### config.mk
export PLATFORM = sky130hd
export DESIGN_NAME = rr_time_slice_arbiter_flat
export DESIGN_NICKNAME = d
export VERILOG_FILES = /design/src/rtl/rr_time_slice_arbiter_if.sv /design/src/rtl/rr_time_slice_arbiter.sv /design/src/flat_wrapper.sv
export SDC_FILE = /design/constraint.sdc
export NUM_CORES = 1
export LEC_CHECK = 0
export BUFFER_PORTS_ARGS = -buffer_cell sky130_fd_sc_hd__buf_2
export CAP_MARGIN = 20
export CORE_MARGIN = 3
export CORE_UTILIZATION = 54
export CTS_CLUSTER_SIZE = 20
export DETAILED_ROUTE_END_ITERATION = 8
export PLACE_DENSITY = 0.83
export SLEW_MARGIN = 20
export SYNTH_ARGS = -nofsm -noshare
export SYNTH_HDL_FRONTEND = slang
export SYNTH_SLANG_ARGS = --single-unit
### constraint.sdc
create_clock -name clk -period 2.9 [get_ports clk]
set_input_delay 0.145 -clock clk [delete_from_list [all_inputs] [get_ports clk]]
set_output_delay 0.145 -clock clk [all_outputs]
set_load 0.05 [all_outputs]
### src/rtl/rr_time_slice_arbiter_if.sv
// Request/grant bundle between the CPU request lines and the arbiter.
// master drives requests; slave (the arbiter) drives the grant side.
interface rr_time_slice_arbiter_if #(
    parameter int NUM_REQ = 3,
    parameter int ID_W    = $clog2(NUM_REQ)
);
    logic [NUM_REQ-1:0] req;
    logic [NUM_REQ-1:0] grant;
    logic               grant_valid;
    logic [ID_W-1:0]    grant_id;
    logic               slice_end;

    modport master (
        output req,
        input  grant,
        input  grant_valid,
        input  grant_id,
        input  slice_end
    );

    modport slave (
        input  req,
        output grant,
        output grant_valid,
        output grant_id,
        output slice_end
    );
endinterface

### src/rtl/rr_time_slice_arbiter.sv
// Round-robin arbiter for one memory port with bounded time slices.
// Outputs are all registered; req only feeds next-state logic.
module rr_time_slice_arbiter #(
    parameter int NUM_REQ   = 3,
    parameter int SLICE_LEN = 4,
    parameter int ID_W      = $clog2(NUM_REQ)
) (
    input  logic                   clk,
    input  logic                   reset,
    rr_time_slice_arbiter_if.slave bus
);

    localparam int CNT_W = $clog2(SLICE_LEN + 1);
    localparam logic [CNT_W-1:0] CNT_LAST = CNT_W'(SLICE_LEN - 1);
    localparam logic [ID_W:0] NUM_EXT = (ID_W+1)'(NUM_REQ);
    localparam logic [ID_W-1:0] LAST_ID = ID_W'(NUM_REQ - 1);

    typedef enum logic {
        IDLE,
        GRANT
    } state_t;

    state_t             state_q, state_d;
    logic [ID_W-1:0]    owner_q, owner_d;
    logic [NUM_REQ-1:0] grant_q, grant_d;
    logic               valid_q;
    logic [CNT_W-1:0]   cnt_q, cnt_d;
    logic [ID_W-1:0]    ptr_q, ptr_d;
    logic               se_q, se_d;

    logic               pick_ok;
    logic [ID_W-1:0]    pick_id;
    logic [ID_W:0]      pos;
    logic               own_req;
    logic               expire;
    logic               release_own;

    // Rotating-priority search starting at the pointer; first set bit wins.
    always_comb begin
        pick_ok = 1'b0;
        pick_id = '0;
        pos     = '0;
        for (int i = 0; i < NUM_REQ; i++) begin
            pos = {1'b0, ptr_q} + (ID_W+1)'(i);
            if (pos >= NUM_EXT) begin
                pos = pos - NUM_EXT;
            end
            if (!pick_ok && bus.req[pos[ID_W-1:0]]) begin
                pick_ok = 1'b1;
                pick_id = pos[ID_W-1:0];
            end
        end
    end

    // Termination conditions for the current owner's slice.
    always_comb begin
        own_req     = bus.req[owner_q];
        expire      = (state_q == GRANT) && own_req && (cnt_q == CNT_LAST);
        release_own = (state_q == GRANT) && !own_req;
    end

    // Next-state: hand the port to the search winner or fall back to idle.
    always_comb begin
        state_d = state_q;
        owner_d = owner_q;
        grant_d = grant_q;
        cnt_d   = cnt_q;
        ptr_d   = ptr_q;
        se_d    = 1'b0;
        unique case (state_q)
            IDLE: begin
                if (pick_ok) begin
                    state_d = GRANT;
                    owner_d = pick_id;
                    grant_d = NUM_REQ'(1) << pick_id;
                    cnt_d   = '0;
                    ptr_d   = (pick_id == LAST_ID) ? '0 : pick_id + 1'b1;
                end
            end
            GRANT: begin
                if (expire || release_own) begin
                    se_d = expire;
                    if (pick_ok) begin
                        owner_d = pick_id;
                        grant_d = NUM_REQ'(1) << pick_id;
                        cnt_d   = '0;
                        ptr_d   = (pick_id == LAST_ID) ? '0 : pick_id + 1'b1;
                    end else begin
                        state_d = IDLE;
                        grant_d = '0;
                        cnt_d   = '0;
                    end
                end else begin
                    cnt_d = cnt_q + CNT_W'(1);
                end
            end
            default: begin
                state_d = IDLE;
                grant_d = '0;
            end
        endcase
    end

    // State and output registers; reset drops any grant without a pulse.
    always_ff @(posedge clk) begin
        if (reset) begin
            state_q <= IDLE;
            owner_q <= '0;
            grant_q <= '0;
            valid_q <= 1'b0;
            cnt_q   <= '0;
            ptr_q   <= '0;
            se_q    <= 1'b0;
        end else begin
            state_q <= state_d;
            owner_q <= owner_d;
            grant_q <= grant_d;
            valid_q <= |grant_d;
            cnt_q   <= cnt_d;
            ptr_q   <= ptr_d;
            se_q    <= se_d;
        end
    end

    assign bus.grant       = grant_q;
    assign bus.grant_valid = valid_q;
    assign bus.grant_id    = owner_q;
    assign bus.slice_end   = se_q;

endmodule
### src/flat_wrapper.sv
// flat-port wrapper written by rule: the top's interface ports become plain ports
module rr_time_slice_arbiter_flat 
#(
    parameter int NUM_REQ   = 3,
    parameter int SLICE_LEN = 4,
    parameter int ID_W      = $clog2(NUM_REQ)
)
  (clk, reset, bus_req, bus_grant, bus_grant_valid, bus_grant_id, bus_slice_end);
  rr_time_slice_arbiter_if #(.NUM_REQ(NUM_REQ), .ID_W(ID_W)) bus_i ();
  input  logic clk;
  input  logic reset;
  input wire logic [$bits(bus_i.req)-1:0] bus_req;
  output wire logic [$bits(bus_i.grant)-1:0] bus_grant;
  output wire logic [$bits(bus_i.grant_valid)-1:0] bus_grant_valid;
  output wire logic [$bits(bus_i.grant_id)-1:0] bus_grant_id;
  output wire logic [$bits(bus_i.slice_end)-1:0] bus_slice_end;
  assign bus_i.req = bus_req;
  assign bus_grant = bus_i.grant;
  assign bus_grant_valid = bus_i.grant_valid;
  assign bus_grant_id = bus_i.grant_id;
  assign bus_slice_end = bus_i.slice_end;
  rr_time_slice_arbiter #(.NUM_REQ(NUM_REQ), .SLICE_LEN(SLICE_LEN), .ID_W(ID_W)) u_core (.clk(clk), .reset(reset), .bus(bus_i));
endmodule
# After elaboration in Yosys (flattened, before gate mapping)
# Index checks and enable logic that the tools add are counted.
# totals
latchBits	0
out_inout_bits	7
rom_bits	0
inputBits	5
ff_bits	13
mem_bits_rw	0
n_memories	0
# classes
reduce_logical	11
n_mux	34
shifts	1
bitwise	2
div	0
magnitude_cmp	7
addsub	7
multipliers	0
eq_ne	4
# ops
cell	count
$mux 2	11
$mux 3	5
$lt 2x3->1 const B	4
$pmux 3 s2	2
$mux 1	9
$bmux 1 s2	4
$pmux 2 s2	2
$ge 3x2->1 const B	2
$reduce_or 3->1	2
$sub 2x2->2 const B	3
$logic_and 1x1->1	5
$add 2x1->3 const B	1
$add 2x2->3 const B	1
$add 3x1->3 const B	1
$eq 3x2->1 const B	1
$logic_not 1->1	3
$shl 1x2->3 const A	1
$add 2x1->2 const B	1
$eq 2x2->1 const B	1
$ge 2x2->1 const B	1
$ne 2x1->1 const B	1
$ne 2x2->1 const B	1
$not 1->1	2
$pmux 1 s2	1
$logic_or 1x1->1	1

# Longest topological paths before layout
# Gate-level depths: netlist of the first run.
# logic_depth
ltp_word	16
depth_mapped	9

# Worst setup path before layout of the first run
# No wires, ideal clock.
# synth_timing
path_kind	register -> register
startpoint	reg u_core.ptr_q[0]
endpoint	reg u_core.valid_q (netlist: u_core.bus.grant_valid)
slack_ps	573
synth_period_minus_slack_ps	2327
stages_incl_launch_ff	10
t_required_ps	2773
path_buffers	1
setup_time_ps	127
t_arrival_ps	2200
path_cell_list	dfxtp_1 inv_1 ha_1 buf_2 nor2b_1 o21a_1 or4_4 o31ai_2 a21oi_1 or3_1
# synth_between
elab_chain_len	16
# synth_lines
element	line_no	rtl
from (decl)	rr_time_slice_arbiter.sv:28	logic [ID_W-1:0] ptr_q, ptr_d;
from (signal assigned)	rr_time_slice_arbiter.sv:120	ptr_q <= ptr_d;
parallel branches: the longest is 14 deep, another holds $add 2x1->3	n/a	
$pmux 3 s2 *	rr_time_slice_arbiter.sv:70	unique case (state_q)
$reduce_or 3->1 *	rr_time_slice_arbiter.sv:118	valid_q <= |grant_d;
to (signal assigned)	rr_time_slice_arbiter.sv:118	
to (decl)	rr_time_slice_arbiter.sv:26	logic valid_q;
# Every way passes the cells marked *. The select of a mux whose other input is x is not followed.
# A chain may end at the register's enable or synchronous reset.

# Worst setup path in the final report of the first run
# Same ends and word-level chain as after synthesis.

==> flow_summary.json, run 1 <==
{
  "status": "finished, final reports clean",
  "fmax_mhz": 385,
  "ys.flop_type": "dfxtp_1",
  "syn_area_um2": 795,
  "numCtsBuffers": 3,
  "clock-sinks": 13,
  "crit_path_max_fanout": 10,
  "synth.top_cell.area_share_pct": 32.8,
  "min_period_ps": 2600,
  "ys_async_sr_fraction_pct": 0,
  "synth_largest_area_cell": "dfxtp_1",
  "clock_path_buffers": 2,
  "dp.final_hpwl_um": 1390,
  "design.core.area_um2": 1330,
  "endpoint_kind": "flop",
  "drtIter0Drc": 34,
  "rr_worst_depth": 8,
  "final_max_slew_viol_count": 0,
  "crit_required_ps": 3060,
  "fp.dieArea_um2": 1970,
  "post-cts-setup-buffers": 0,
  "postSynthAreaPerCell_um2": 8.11,
  "pin_count": 12,
  "intPower_uw": 496,
  "place_area_um2": 860,
  "viasPerCell": 6.21,
  "synth_edf_count": 0,
  "route.antenna.remaining_nets": 0,
  "peakVddDrop_uv": 528,
  "start_kind": "flop",
  "gp_congestion": 0.862,
  "insertion_delay_ps": 270,
  "combPwrFrac_pct": 61.1,
  "clkTransAtPathRegs_ps": 80,
  "dp_cells": 122,
  "final.setup_skew_ps": 3.30,
  "power.leakage_nw": 0.374,
  "relSlewSlack_pct": 57.7,
  "syn_to_final_growth_pct": 11.5,
  "cts_root_buf": "clkbuf_4",
  "finalHoldViolations": 0,
  "cp_slowest_stage_delay_ps": 600,
  "grt_pass1_wl_um": 2990,
  "fp-row-count": 13,
  "vias": 782,
  "grt_antenna_before_repair": 0,
  "start_util_pct": 59.6,
  "design_area_um2": 886,
  "overflow": 0,
  "p_sw_share_pct": 50.1,
  "setup_tns_ps": 0,
  "hold_slack_ps": 173,
  "wire_per_inst_um": 14.3,
  "power.share.clock_pct": 11.2,
  "worst-path-buf-inv": 1,
  "critPathKind": "reg -> reg",
  "instances_no_fill": 126,
  "drc": 0,
  "critPathTopFamily": "simple AND/OR/NAND/NOR gates",
  "rsz0062_at_grt": "no",
  "hold_depth": 2,
  "h-tree-depth": 1,
  "hold_path_class": "in -> reg",
  "first_pass_iters": 4,
  "io_buffer_count": 11,
  "crit_chain": "inv_1, ha_1, nor2b_1, o21a_1, nor4_2, o2bb2ai_1, o32ai_1, or3_1",
  "cp.depth": 8,
  "netlist_instances": 98,
  "postCtsHoldBufs": 0,
  "ys_warn_count": 0,
  "grt_start_max_net_pins": 12,
  "cts.repair.resized": 0,
  "critPathArrivalTime_ps": 2750,
  "synth_seq_cells": 13,
  "die_h_um": 44.4,
  "drv_cap": 0,
  "switchingPower_uw": 497,
  "worst_pin_slew_ps": 629,
  "timing.final.crit_share_pct": 89.5,
  "p_seq_share_pct": 27.7,
  "synth.area.top_cells": "dfxtp_1 (33%), ha_1 (7.9%), a21oi_1 (5.0%)",
  "crit_slowest_cell": "nor4_2",
  "diodes": 0,
  "grt_pass1_vias": 722,
  "cellPowerDensity_nw_per_um2": 1120,
  "drive_gt1_share_pct": 17.1,
  "syn_nets": 108,
  "fp.dieW_um": 44.4,
  "gr-usage-all-layers_pct": 20.5,
  "wirelength_um": 1800,
  "nets": 122,
  "cts_tree": "built",
  "synth_seq_area_share_pct": 32.8,
  "ys_types": 36,
  "setup-violations-final": 0
}
-- layout make-up --
| type | instances | area, um2 |
|---|---|---|
| Clock buffer | 4 | 26.3 |
| Fill cell | 114 | 448 |
| Inverter | 9 | 33.8 |
| Multi-Input combinational cell | 74 | 492 |
| Sequential cell | 13 | 260 |
| Tap cell | 15 | 18.8 |
| Timing Repair Buffer | 11 | 55.1 |
-- per-stage QoR --
stage,util [%],worst slack (ps),power [mW]
4_1_cts,66.4,329,0.989
2_1_floorplan,-,573,0.758
3_3_place_gp,64.4,437,0.860
3_5_place_dp,64.4,341,0.876
5_1_grt,66.4,126,1.07
6_report,66.4,303,0.993
-- path summary, 6_finish.rpt --
path	startpoint	to	slack, ps
worst min-delay path	reset	u_core.ptr_q[1]	170
worst max-delay path	u_core.ptr_q[0]	u_core.bus.grant_valid	300
worst max register to register	u_core.ptr_q[0]	u_core.bus.grant_valid	300
worst min register to register	u_core.ptr_q[0]	u_core.ptr_q[0]	490
-- cells in the mapped netlist (all sizes together), types with 4 or more instances --
cell type   n
nand2b      4
nand2       9
inv         9
ha          5
a21oi       8
dfxtp      13
nor2       10
-- layer usage --
layer | vias up | wire length (um) | track usage (%)
met4 | 0 | 16 | 7.83
met1 | 368 | 812 | 24.9
met3 | 2 | 101 | 4.88
met5 | - | 0 | 0
li1 | 381 | - | -
met2 | 31 | 867 | 34.6
-- sequential cells by signal (all words and copies together) (netlist names) --
signal / count
u_core.bus.grant: 3
u_core.cnt_q: 3
u_core.bus.grant_id: 2
u_core.ptr_q: 2
u_core.bus.grant_valid: 1
u_core.bus.slice_end: 1
u_core.state_q: 1
-- worst reg2reg max path, delay by kind of cell (launching register included) --
kind	cells	cell delay, ps
AND/OR/NAND/NOR	3	1070
AO/OA/AOI/OAI	3	540
adder cells (fa/ha/maj)	1	430
flip-flops	1	360
buffers and inverters	1	70
-- power groups by stage --
stage | clock network (mW) | registers [mW] | logic, mW
floorplan | 0 | 0.387 | 0.372
global placement | 0 | 0.275 | 0.585
detailed placement | 0 | 0.279 | 0.597
CTS | 0.115 | 0.275 | 0.600
global route | 0.124 | 0.283 | 0.665
finish | 0.112 | 0.275 | 0.607
-- cell families after synthesis --
group,share of synthesized area [%]
and+or+nand+nor,24.7
AOI/OAI and AO/OA,25.5
DFF,32.8
buffers and inverters,5.35
adders and majority gates,7.87
muxes,3.78
-- cell usage in the layout (no fill, tap or decap), types with 2 or more instances in the layout --
cell type / count
nor4_1: 2
o21ai_0: 2
clkbuf_4: 3
buf_2: 11
nor2b_1: 3
inv_1: 9
mux2i_1: 3
o31ai_1: 2
o21a_1: 2
o22ai_1: 2
a21oi_1: 8
nand2_1: 9
nor2_1: 10
ha_1: 5
nand2b_1: 4
a31oi_1: 3
dfxtp_1: 13
No activity file was read; power rests on OpenSTA's default activity.
==> run 2: changes to the inputs <==
- CORE_UTILIZATION: 54 -> 58
- PLACE_DENSITY: 0.83 -> 0.88
- clock period: 2.9 -> 3.08 ns (I/O delays scaled with it)
==> run 2 against run 1 <==
- hold slack gained 17 ps
- critical path type unchanged
- clock-buffer cell count stayed put
- cell count down 0.79%
- first-iteration DRC count increased by 32%
- core utilization is 8.2 points higher
==> flow_summary.json, run 2 (synthesis results as in run 1) <==
{
  "cts_tree": "built",
  "cp_slowest_stage_delay_ps": 600,
  "setup_tns_ps": 0,
  "nets": 122,
  "vias": 785,
  "design.core.area_um2": 1190,
  "fillerInstances": 92,
  "cts_root_buf": "clkbuf_4",
  "diodes": 0,
  "instances_no_fill": 125,
  "worst_pin_slew_ps": 637,
  "worstHoldStart": "reset",
  "route.antenna.remaining_nets": 0,
  "viasPerCell": 6.28,
  "clkTransAtPathRegs_ps": 90,
  "h-tree-depth": 1,
  "critPathArrivalTime_ps": 2790,
  "setup-violations-final": 0,
  "postCtsHoldBufs": 0,
  "peakVddDrop_uv": 592,
  "place_area_um2": 858,
  "overflow": 0,
  "fmax_mhz": 382,
  "start_util_pct": 67.0,
  "fp.dieArea_um2": 1850,
  "design_area_um2": 885,
  "syn_to_final_growth_pct": 11.3,
  "die_h_um": 43.0,
  "insertion_delay_ps": 280,
  "timing.final.crit_share_pct": 85.0,
  "dp.final_hpwl_um": 1380,
  "power.leakage_nw": 0.374,
  "numCtsBuffers": 3,
  "clock_path_buffers": 2,
  "clock-sinks": 13,
  "crit_slowest_cell": "nor4_2",
  "hold_path_class": "in -> reg",
  "io_buffer_count": 11,
  "layout.cells.most_common": "dfxtp_1",
  "cellPowerDensity_nw_per_um2": 1070,
  "wirelength_um": 1850,
  "crit_required_ps": 3250,
  "fp.dieW_um": 43.0,
  "drtIter0Drc": 45,
  "final_cell_mix": "dfxtp_1 (13), buf_2 (11), nor2_1 (10)",
  "pin_count": 12,
  "start_kind": "flop",
  "critPathKind": "reg -> reg",
  "min_period_ps": 2620,
  "hold_slack_ps": 189,
  "crit_chain": "inv_1, ha_1, nor2b_1, o21a_1, nor4_2, o2bb2ai_1, o32ai_1, or3_1",
  "post-cts-setup-buffers": 0,
  "endpoint_kind": "flop",
  "grt_start_max_net_pins": 12,
  "rr_worst_depth": 8,
  "grt_pass1_vias": 710,
  "status": "finished, final reports clean",
  "final_max_slew_viol_count": 0,
  "hold_depth": 2,
  "cts.repair.resized": 0,
  "first_pass_iters": 5,
  "fp-row-count": 12,
  "total_power_uw": 945,
  "wire_per_inst_um": 14.8,
  "relSlewSlack_pct": 57.2,
  "r2r_start": "u_core.ptr_q[0]",
  "startpoint": "u_core.ptr_q[0]",
  "drv_cap": 0,
  "finalHoldViolations": 0,
  "grt_pass1_wl_um": 3210,
  "grt_antenna_before_repair": 0,
  "crit_path_max_fanout": 10,
  "rsz0062_at_grt": "no",
  "final.setup_skew_ps": 6.95,
  "drc": 0,
  "gp_congestion": 0.778,
  "gr-usage-all-layers_pct": 22.7,
  "drive_gt1_share_pct": 17.1,
  "dp_cells": 121
}
[run 2: cell counts in the layout (fill, tap and decap cells not counted)]
Identical to the previous run, type by type.
[run 2: area by class of cell]
cell class / count / area [um2] / area share, %
multi-input cells: 74 / 492 / 55.6
repair buffers: 11 / 55.1 / 6.22
flip-flops and latches: 13 / 260 / 29.4
inverters: 9 / 33.8 / 3.82
well taps: 14 / 17.5 / 1.98
clock buffers: 4 / 26.3 / 2.97
[run 2: worst paths after layout]
| path | endpoint | slack [ps] |
|---|---|---|
| worst min register to register | u_core.ptr_q[0] | 490 |
| worst max register to register | u_core.bus.grant_valid | 460 |
| worst max-delay path | u_core.bus.grant_valid | 460 |
| worst min-delay path | u_core.bus.grant_id[0] | 190 |
[run 2: critical path, delay by kind of cell (launching register included)]
kind / cells / cell delay, ps
AOI/OAI and AO/OA: 3 / 560
adders and majority gates: 1 / 430
DFF: 1 / 360
buffers and inverters: 1 / 70
and+or+nand+nor: 3 / 1090
[run 2: power breakdown]
group          switching, mW  leakage, nW  internal (mW)  total [mW]
clock network         0.0591       0.0150         0.0503       0.109
logic                  0.380        0.252          0.198       0.578
registers             0.0392        0.107          0.219       0.258
[run 2: routing by layer]
| metal | vias up | track usage [%] | part of all wire, % | wire length (um) |
|---|---|---|---|---|
| met2 | 40 | 35.0 | 45 | 834 |
| met1 | 355 | 31.6 | 46 | 845 |
| met3 | 5 | 2.54 | 7.5 | 139 |
| met5 | - | 0 | 0 | 0 |
| met4 | 0 | 9.64 | 1.7 | 31 |
| li1 | 385 | - | - | - |
[run 2: through the flow]
stage               util (%)  worst slack [ps]
global route            74.6               307
detailed placement      72.4               524
floorplan                  -               753
CTS                     74.6               498
finish                  74.6               461
global placement        72.4               620
==> run 3: changes to the inputs <==
==> constraint.sdc (replaced) <==
create_clock -name clk -period 3.08 [get_ports clk]
set_input_delay 0.924 -clock clk [delete_from_list [all_inputs] [get_ports clk]]
set_output_delay 0.924 -clock clk [all_outputs]
set_load 0.05 [all_outputs]
==> run 3 against run 2 <==
- hold slack gained 300 ps
- combinational power up 2%
- core utilization up 0.63 points
- clock skew down 2.6 ps
- global-route usage is 1.7 points lower
- largest power group unchanged
- sequential power increased by 2%
==> flow_summary.json, run 3 (synthesis results as in run 1) <==
{
  "drv_cap": 0,
  "design_area_um2": 892,
  "vias": 813,
  "gr-usage-all-layers_pct": 21.0,
  "worst-path-buf-inv": 1,
  "grt_start_max_net_pins": 12,
  "syn_to_final_growth_pct": 12.3,
  "finalCoreUtilization_pct": 75.2,
  "wire_per_inst_um": 14.4,
  "first_pass_iters": 5,
  "final_cell_mix": "dfxtp_1 (13), buf_2 (11), nor2_1 (10)",
  "die_h_um": 43.0,
  "crit_chain": "inv_1, ha_1, nor2b_1, o21a_1, or4_4, o31ai_2, a21oi_1, or3_1",
  "setup_tns_ps": 0,
  "io_buffer_count": 11,
  "fp-row-count": 12,
  "post-cts-setup-buffers": 0,
  "dp.final_hpwl_um": 1390,
  "drive_gt1_share_pct": 17.9,
  "viasPerCell": 6.45,
  "clock-sinks": 13,
  "hold_slack_ps": 490,
  "worst_pin_slew_ps": 463,
  "switchingPower_uw": 479,
  "relSlewSlack_pct": 69.0,
  "h-tree-depth": 1,
  "numCtsBuffers": 3,
  "fp.dieW_um": 43.0,
  "min_period_ps": 2560,
  "p_seq_share_pct": 27.4,
  "route.antenna.remaining_nets": 0,
  "timing.final.crit_share_pct": 83.2,
  "grt_pass1_wl_um": 2970,
  "fillerInstances": 87,
  "final.setup_skew_ps": 4.39,
  "p_sw_share_pct": 50.1,
  "crit_slowest_cell": "or4_4",
  "cts_tree": "built",
  "cts.repair.resized": 0,
  "status": "finished, final reports clean",
  "hold_path_class": "reg -> reg",
  "finalHoldViolations": 0,
  "rsz0062_at_grt": "no",
  "postCtsHoldBufs": 0,
  "power.share.clock_pct": 10.7,
  "design.core.area_um2": 1190,
  "endpoint_kind": "flop",
  "critPathArrivalTime_ps": 2720,
  "fmax_mhz": 390,
  "grt_antenna_before_repair": 0,
  "crit_required_ps": 3230,
  "clock_path_buffers": 2,
  "cp_slowest_stage_delay_ps": 530,
  "peakVddDrop_uv": 857,
  "nets": 123,
  "setup-violations-final": 0,
  "clkTransAtPathRegs_ps": 70,
  "start_kind": "flop",
  "drc": 0,
  "combPwrFrac_pct": 61.9,
  "critPathKind": "reg -> reg",
  "final_max_slew_viol_count": 0,
  "grt_pass1_vias": 708,
  "insertion_delay_ps": 270,
  "overflow": 0,
  "cellPowerDensity_nw_per_um2": 1070,
  "wirelength_um": 1810,
  "power.leakage_nw": 0.379,
  "fp.dieArea_um2": 1850,
  "start_util_pct": 67.0,
  "pin_count": 12,
  "place_area_um2": 866,
  "intPower_uw": 477,
  "critPathTopFamily": "simple AND/OR/NAND/NOR gates",
  "drtIter0Drc": 44,
  "crit_path_max_fanout": 10,
  "gp_congestion": 0.852,
  "layout.cells.most_common": "dfxtp_1",
  "cts_root_buf": "clkbuf_4",
  "diodes": 0
}
==> run 3: changes by cell type in the layout (fill, tap and decap cells not counted) <==
cell   delta
buf_4     +1
==> run 3: area by class of cell <==
cell class                      count  area (um2)  share of cell area [%]
Multi-Input combinational cell     74         492                    55.1
Sequential cell                    13         260                    29.2
Timing Repair Buffer               12        62.6                    7.01
Inverter                            9        33.8                    3.79
Clock buffer                        4        26.3                    2.95
Tap cell                           14        17.5                    1.96
==> run 3: final timing paths <==
check	slack, ps	depth (start not counted)	end	startpoint
worst max-delay path	520	8	u_core.bus.grant_valid	u_core.ptr_q[0]
worst min register to register	490	2	u_core.ptr_q[0]	u_core.ptr_q[0]
worst max register to register	520	8	u_core.bus.grant_valid	u_core.ptr_q[0]
worst min-delay path	490	2	u_core.ptr_q[0]	u_core.ptr_q[0]
==> run 3: stage by stage <==
step / cells / power [mW] / worst slack, ps
floorplan: 98 / 0.714 / 717
global placement: 122 / 0.825 / 517
detailed placement: 122 / 0.842 / 434
CTS: 126 / 0.946 / 537
global route: 126 / 1.02 / 417
finish: 126 / 0.956 / 516
==> run 3: routing by layer <==
| metal | track usage, % | wire, um | vias up |
|---|---|---|---|
| li1 | - | - | 387 |
| met1 | 27.6 | 799 | 369 |
| met2 | 33.5 | 801 | 43 |
| met3 | 4.66 | 143 | 14 |
| met4 | 7.23 | 68 | 0 |
| met5 | 0 | 0 | - |
==> run 3: worst min-delay path, cell delays in order, from the launching register on <==
cell     delay [ps]
dfxtp_1         330
nand2_1          60
a21oi_1          60
==> run 3: power by group through the flow <==
stage	clock network [mW]	logic, mW	registers [mW]
floorplan	0	0.350	0.364
global placement	0	0.564	0.261
detailed placement	0	0.580	0.262
CTS	0.105	0.582	0.259
global route	0.115	0.636	0.267
finish	0.102	0.591	0.262
